## src/rtl/servo_key_sequencer.sv

```systemverilog
// Debounced two-button servo position stepper feeding the PWM scaler.
// New duty codes are committed only when the scaler's frame counter reads 0.
module servo_key_sequencer #(
    parameter int unsigned DEBOUNCE_TICKS = 500000,
    parameter logic [7:0]  CODE_MINUS90   = 8'd0,
    parameter logic [7:0]  CODE_CENTRE    = 8'd15,
    parameter logic [7:0]  CODE_PLUS90    = 8'd255
) (
    input  logic        d_in_clk,
    input  logic        d_reset,
    input  logic        d_enable,
    input  logic [1:0]  d_keys_n,
    input  logic [31:0] n_current_N_clks,
    output logic [7:0]  d_duty_cycle,
    output logic [1:0]  d_position,
    output logic        d_update
);

    localparam int CW = (DEBOUNCE_TICKS > 2) ? $clog2(DEBOUNCE_TICKS) : 1;
    localparam logic [CW-1:0] CNT_LAST = CW'(DEBOUNCE_TICKS - 1);

    // Enum values double as the d_position encoding.
    typedef enum logic [1:0] {
        NEG90  = 2'd0,
        CENTRE = 2'd1,
        POS90  = 2'd2
    } pos_t;

    logic [1:0]    s1;
    logic [1:0]    s2;
    logic [1:0]    deb;
    logic [1:0]    deb_d;
    logic [CW-1:0] cnt [2];
    logic [1:0]    press;
    pos_t          target;
    pos_t          target_next;
    pos_t          applied;
    logic [7:0]    target_code;

    // Synchronise both keys, then require a stable differing level for
    // DEBOUNCE_TICKS consecutive clocks before accepting it.
    always_ff @(posedge d_in_clk) begin
        if (d_reset) begin
            s1    <= 2'b11;
            s2    <= 2'b11;
            deb   <= 2'b11;
            deb_d <= 2'b11;
            for (int i = 0; i < 2; i++) begin
                cnt[i] <= '0;
            end
        end else begin
            s1    <= d_keys_n;
            s2    <= s1;
            deb_d <= deb;
            for (int i = 0; i < 2; i++) begin
                if (s2[i] == deb[i]) begin
                    cnt[i] <= '0;
                end else if (cnt[i] == CNT_LAST) begin
                    deb[i] <= s2[i];
                    cnt[i] <= '0;
                end else begin
                    cnt[i] <= cnt[i] + CW'(1);
                end
            end
        end
    end

    assign press = deb_d & ~deb;

    always_ff @(posedge d_in_clk) begin
        if (d_reset) begin
            target <= CENTRE;
        end else begin
            target <= target_next;
        end
    end

    // Simultaneous presses cancel; steps saturate at either end.
    always_comb begin
        target_next = target;
        if (d_enable && (press[0] != press[1])) begin
            if (press[0]) begin
                case (target)
                    POS90:   target_next = CENTRE;
                    CENTRE:  target_next = NEG90;
                    default: target_next = NEG90;
                endcase
            end else begin
                case (target)
                    NEG90:   target_next = CENTRE;
                    CENTRE:  target_next = POS90;
                    default: target_next = POS90;
                endcase
            end
        end
    end

    always_comb begin
        target_code = CODE_CENTRE;
        case (target)
            NEG90:   target_code = CODE_MINUS90;
            POS90:   target_code = CODE_PLUS90;
            default: target_code = CODE_CENTRE;
        endcase
    end

    // Commit only at frame start so a pulse is never cut or stretched.
    always_ff @(posedge d_in_clk) begin
        if (d_reset) begin
            applied      <= CENTRE;
            d_duty_cycle <= CODE_CENTRE;
            d_position   <= 2'd1;
            d_update     <= 1'b0;
        end else begin
            d_update <= 1'b0;
            if ((n_current_N_clks == 32'd0) && (target != applied)) begin
                applied      <= target;
                d_duty_cycle <= target_code;
                d_position   <= target;
                d_update     <= 1'b1;
            end
        end
    end

endmodule

```

## config.mk

```make
export PLATFORM = sky130hd
export DESIGN_NAME = servo_key_sequencer
export DESIGN_NICKNAME = d
export VERILOG_FILES = /design/src/rtl/servo_key_sequencer.sv
export SDC_FILE = /design/constraint.sdc
export NUM_CORES = 1
export LEC_CHECK = 0
export CAP_MARGIN = 20
export CORE_MARGIN = 10
export CORE_UTILIZATION = 35
export CTS_CLUSTER_DIAMETER = 120
export DETAILED_ROUTE_END_ITERATION = 10
export GPL_TIMING_DRIVEN = 0
export SLEW_MARGIN = 10
export SYNTH_ARGS = -nofsm -noshare
export SYNTH_HDL_FRONTEND = slang
export SYNTH_SLANG_ARGS = --single-unit
```

## constraint.sdc

```tcl
create_clock -name d_in_clk -period 2.5 [get_ports d_in_clk]
set_clock_uncertainty 0.1 [all_clocks]
set_input_delay 0.5 -clock d_in_clk [delete_from_list [all_inputs] [get_ports d_in_clk]]
set_output_delay 0.5 -clock d_in_clk [all_outputs]
set_load 0.005 [all_outputs]
```

After elaboration in Yosys (flattened, before gate mapping)
Memories as Yosys holds them, arrays and structs flattened. Index checks and enable logic that the tools add are counted.

Eq/ne operators: 7. Bitwise logic cells: 10. Add/subtract/negate cells: 2. Reductions and logical operators: 6. Multiplexer cells: 35.

Operator list (number): $mux W19 (6); $add A19 B1 Y19 const B (2); $eq A19 B19 Y1 const B (2); $logic_not A32 Y1 (1); $mux W1 (26); $pmux W8 S2 (1); $or A1 B1 Y1 (6); $mux W2 (2); $reduce_and A2 Y1 (2); $and A2 B2 Y2 (1); $eq A1 B1 Y1 (2); $eq A2 B2 Y1 const B (1); $logic_and A1 B1 Y1 (2); $logic_not A2 Y1 (1); $ne A2 B2 Y1 (1); $not A1 Y1 (2); $not A2 Y2 (1); $ne A1 B1 Y1 (1).

Output and inout port bits: 11. Input bits: 37. Memories kept: 1. Register bits: 21. RAM bits: 38. Word-level logic and storage cells: 70.

Memories: cnt (depth 2, bits a word 19, rd ports 2, clocked after memory_dff 0, write ports 2, line 33) `logic [CW-1:0] cnt [2];`.

Depth between registers and ports, before layout
An unclocked memory read counts as a cell.

Word-level depth: 8. Mapped depth: 6. Mapped depth without buffers: 5.

Least setup slack after synthesis
Ideal clock, no wire load.

Kind: flip-flop to flip-flop. Start: memory cnt[0][12] (netlist bit). End: memory cnt[0][8] (netlist bit) (data pin). Stages on the path, launching flop included: 6. Buffers on the path: 1. Required time: 2.146 ns. Setup slack: 0.179 ns. Period minus slack after synthesis: 2.321 ns. Arrival: 1.967 ns. Setup time: 0.254 ns. Cells stage by stage: edfxtp_1 or4_1 or4_4 o211ai_4 buf_6 nor2_1.

RTL lines (line): from (decl) (33).

==> results.sh <==
export IMPL_fin_setup_tns_ps=0
export IMPL_drive_gt1_frac=0.0817
export IMPL_clk_pin_slew_ps=100
export IMPL_syn_area_mm2=0.00279
export IMPL_ys_flop_type="edfxtp_1"
export IMPL_end_kind="flip-flop"
export IMPL_rsz0062_at_grt="no"
export IMPL_synth_top_area_frac=0.409
export IMPL_clkLatencyLatePin_ps=310
export IMPL_cap_violations=0
export IMPL_vias=2179
export IMPL_grt_total_usage=0.103
export IMPL_slew_viol_final=0
export IMPL_hold_ws_ps=318
export IMPL_cts_made_buffers=5
export IMPL_post_drt_wl_per_cell_um=12.4
export IMPL_antennaDiodeCount=0
export IMPL_critPathLaunchType="flip-flop"
export IMPL_ys_seq_area_frac=0.516
export IMPL_fin_total_pwr_mw=1.60
export IMPL_overflow=0
export IMPL_port_buffers=47
export IMPL_place_congestion=0.776
export IMPL_min_period_ps=2410
export IMPL_ir_worst_vdd_uv=194
export IMPL_cts_root_buf="clkbuf_8"
export IMPL_cp_max_fo=10
export IMPL_p_per_area_mw_per_mm2=438
export IMPL_outcome="finished, final reports clean"
export IMPL_grt_max_degree=16
export IMPL_avgSynthCellArea_um2=10.3
export IMPL_async_flop_share=0
export IMPL_ys_types=44
export IMPL_start_util=0.361
export IMPL_grt_pass1_wl_um=9970
export IMPL_hold_viol=0
export IMPL_ctsHoldBuffers=0
export IMPL_rows=32
export IMPL_path_class="flip-flop to flip-flop"
export IMPL_dr_pass1_iters=4
export IMPL_antenna_found_initial=0
export IMPL_final_common_cell="clkdlybuf4s50_1"
export IMPL_synth_edf_count=38
export IMPL_die_y_um=109
export IMPL_first_global_vias=2103
export IMPL_critPathRequiredTime_ps=2450
export IMPL_post_synth_inst_count=272
export IMPL_cts_tree="yes"
export IMPL_drc=0
export IMPL_ys_warn_count=0
export IMPL_htree_num_levels=2
export IMPL_synth_seq_cells=53
export IMPL_viasPerCell=4.65
export IMPL_cts_sinks=53
export IMPL_area_growth_pct=30.7
export IMPL_hold_class="flip-flop to flip-flop"
export IMPL_worst_endpoint_arrival_ps=2370
export IMPL_setup_viol=0
export IMPL_ant_nets=0
export IMPL_period_share=0.966
export IMPL_mostFrequentLayoutCells="clkdlybuf4s50_1 (47), edfxtp_1 (38), conb_1 (38)"
export IMPL_yosys_area_top_type="edfxtp_1"
export IMPL_synthTopCellsByArea="edfxtp_1 (41%), dfxtp_1 (11%), xnor2_1 (6.0%)"
export IMPL_pin_count=48
export IMPL_coreArea_mm2=0.00773
export IMPL_drt_initial_drc_count=47
export IMPL_fin_util=0.472
export IMPL_p_leak_nw=1.23
export IMPL_fp_dieArea_mm2=0.0119
export IMPL_die_width_um=109
export IMPL_dpl_hpwl_um=4490
export IMPL_clockBufferDepth=2
export IMPL_fmax_ghz=0.414
export IMPL_finalNonFillerCells=469
export IMPL_placed_cells=458
export IMPL_nets=405
export IMPL_drt_total_wl_um=5820
[layout make-up]
type,instances,area [µm²]
Clock inverter,1,7.51
Buffer,13,83.8
Multi-Input combinational cell,235,1390
Fill cell,757,4080
Clock buffer,7,76.3
Inverter,8,30.0
Tap cell,102,128
Sequential cell,53,1440
Timing Repair Buffer,50,493
[worst max-delay path, stage by stage, from the launching register on]
cell and delay (ps):
edfxtp_1 460, or4_1 540, or4_4 580, o211ai_4 250, buf_6 180, nor2_1 60
[synthesized netlist by cell type, types with 4 or more instances]
cell type  instances
nand4_1           11
or4_1              8
nor2_1            36
edfxtp_1          38
nor3_1             7
dfxtp_1           15
a21oi_1            9
nor4_1            14
clkbuf_1           4
nand3_1           12
buf_4              6
inv_1              8
or2_2              7
xnor2_1           19
nand2_1           17
xor2_1            13
o21ai_0            6
and4_1             5
o31ai_1            5
[kinds of logic after synthesis]
group / share of synthesized area
xor gates and xnor gates: 0.100
muxes: 0.00717
DFF: 0.516
AOI/OAI and AO/OA: 0.0735
and+or+nand+nor: 0.252
other: 0.00134
buffers and inverters: 0.0399
adders and majority gates: 0.00896
[flip-flops by register name, summed over array words and instances, names as in the netlist]
name	cells
d_update	1
deb	2
deb_d	2
applied	2
cnt	38
s1	2
d_duty_cycle	2
target	2
s2	2
[where the power goes]
group,switching [mW],internal (mW),total (mW)
combinational,0.0498,0.0772,0.127
clock,0.273,0.199,0.472
sequential,0.0294,0.969,0.998
total,0.352,1.25,1.60
[metal layers]
| layer | part of all wire | vias to the layer above | GRT usage |
|---|---|---|---|
| li1 | - | 1146 | - |
| met1 | 0.46 | 1005 | 0.126 |
| met2 | 0.49 | 23 | 0.174 |
| met3 | 0.038 | 5 | 0.0217 |
| met4 | 0.012 | 0 | 0.0372 |
| met5 | 0 | - | 0 |
[metrics by stage]
step	cell area [µm²]	setup slack [ps]
after detailed placement	3530	-75.8
after global routing	3650	3.13
after CTS	3630	71.8
final	3650	85.3
after floorplan	2930	179
after global placement	3530	-79.7
[worst paths after layout]
path	from	end	slack (ps)	cells past startpoint
min reg2reg	s1[0]	s2[0]	320	1
max reg2reg	cnt[0][9]	cnt[0][10]	90	5
max	cnt[0][9]	cnt[0][10]	90	5
min	s1[0]	s2[0]	320	1
[what timing repair did]
item | CTS | global route
setup endpoints to repair | 20 | 12
cloned | 0 | 0
gates resized for setup | 1 | 2
pin swaps | 1 | 0
buffers inserted | 2 | 1
Note: power is estimated with default switching activity, not from simulation.
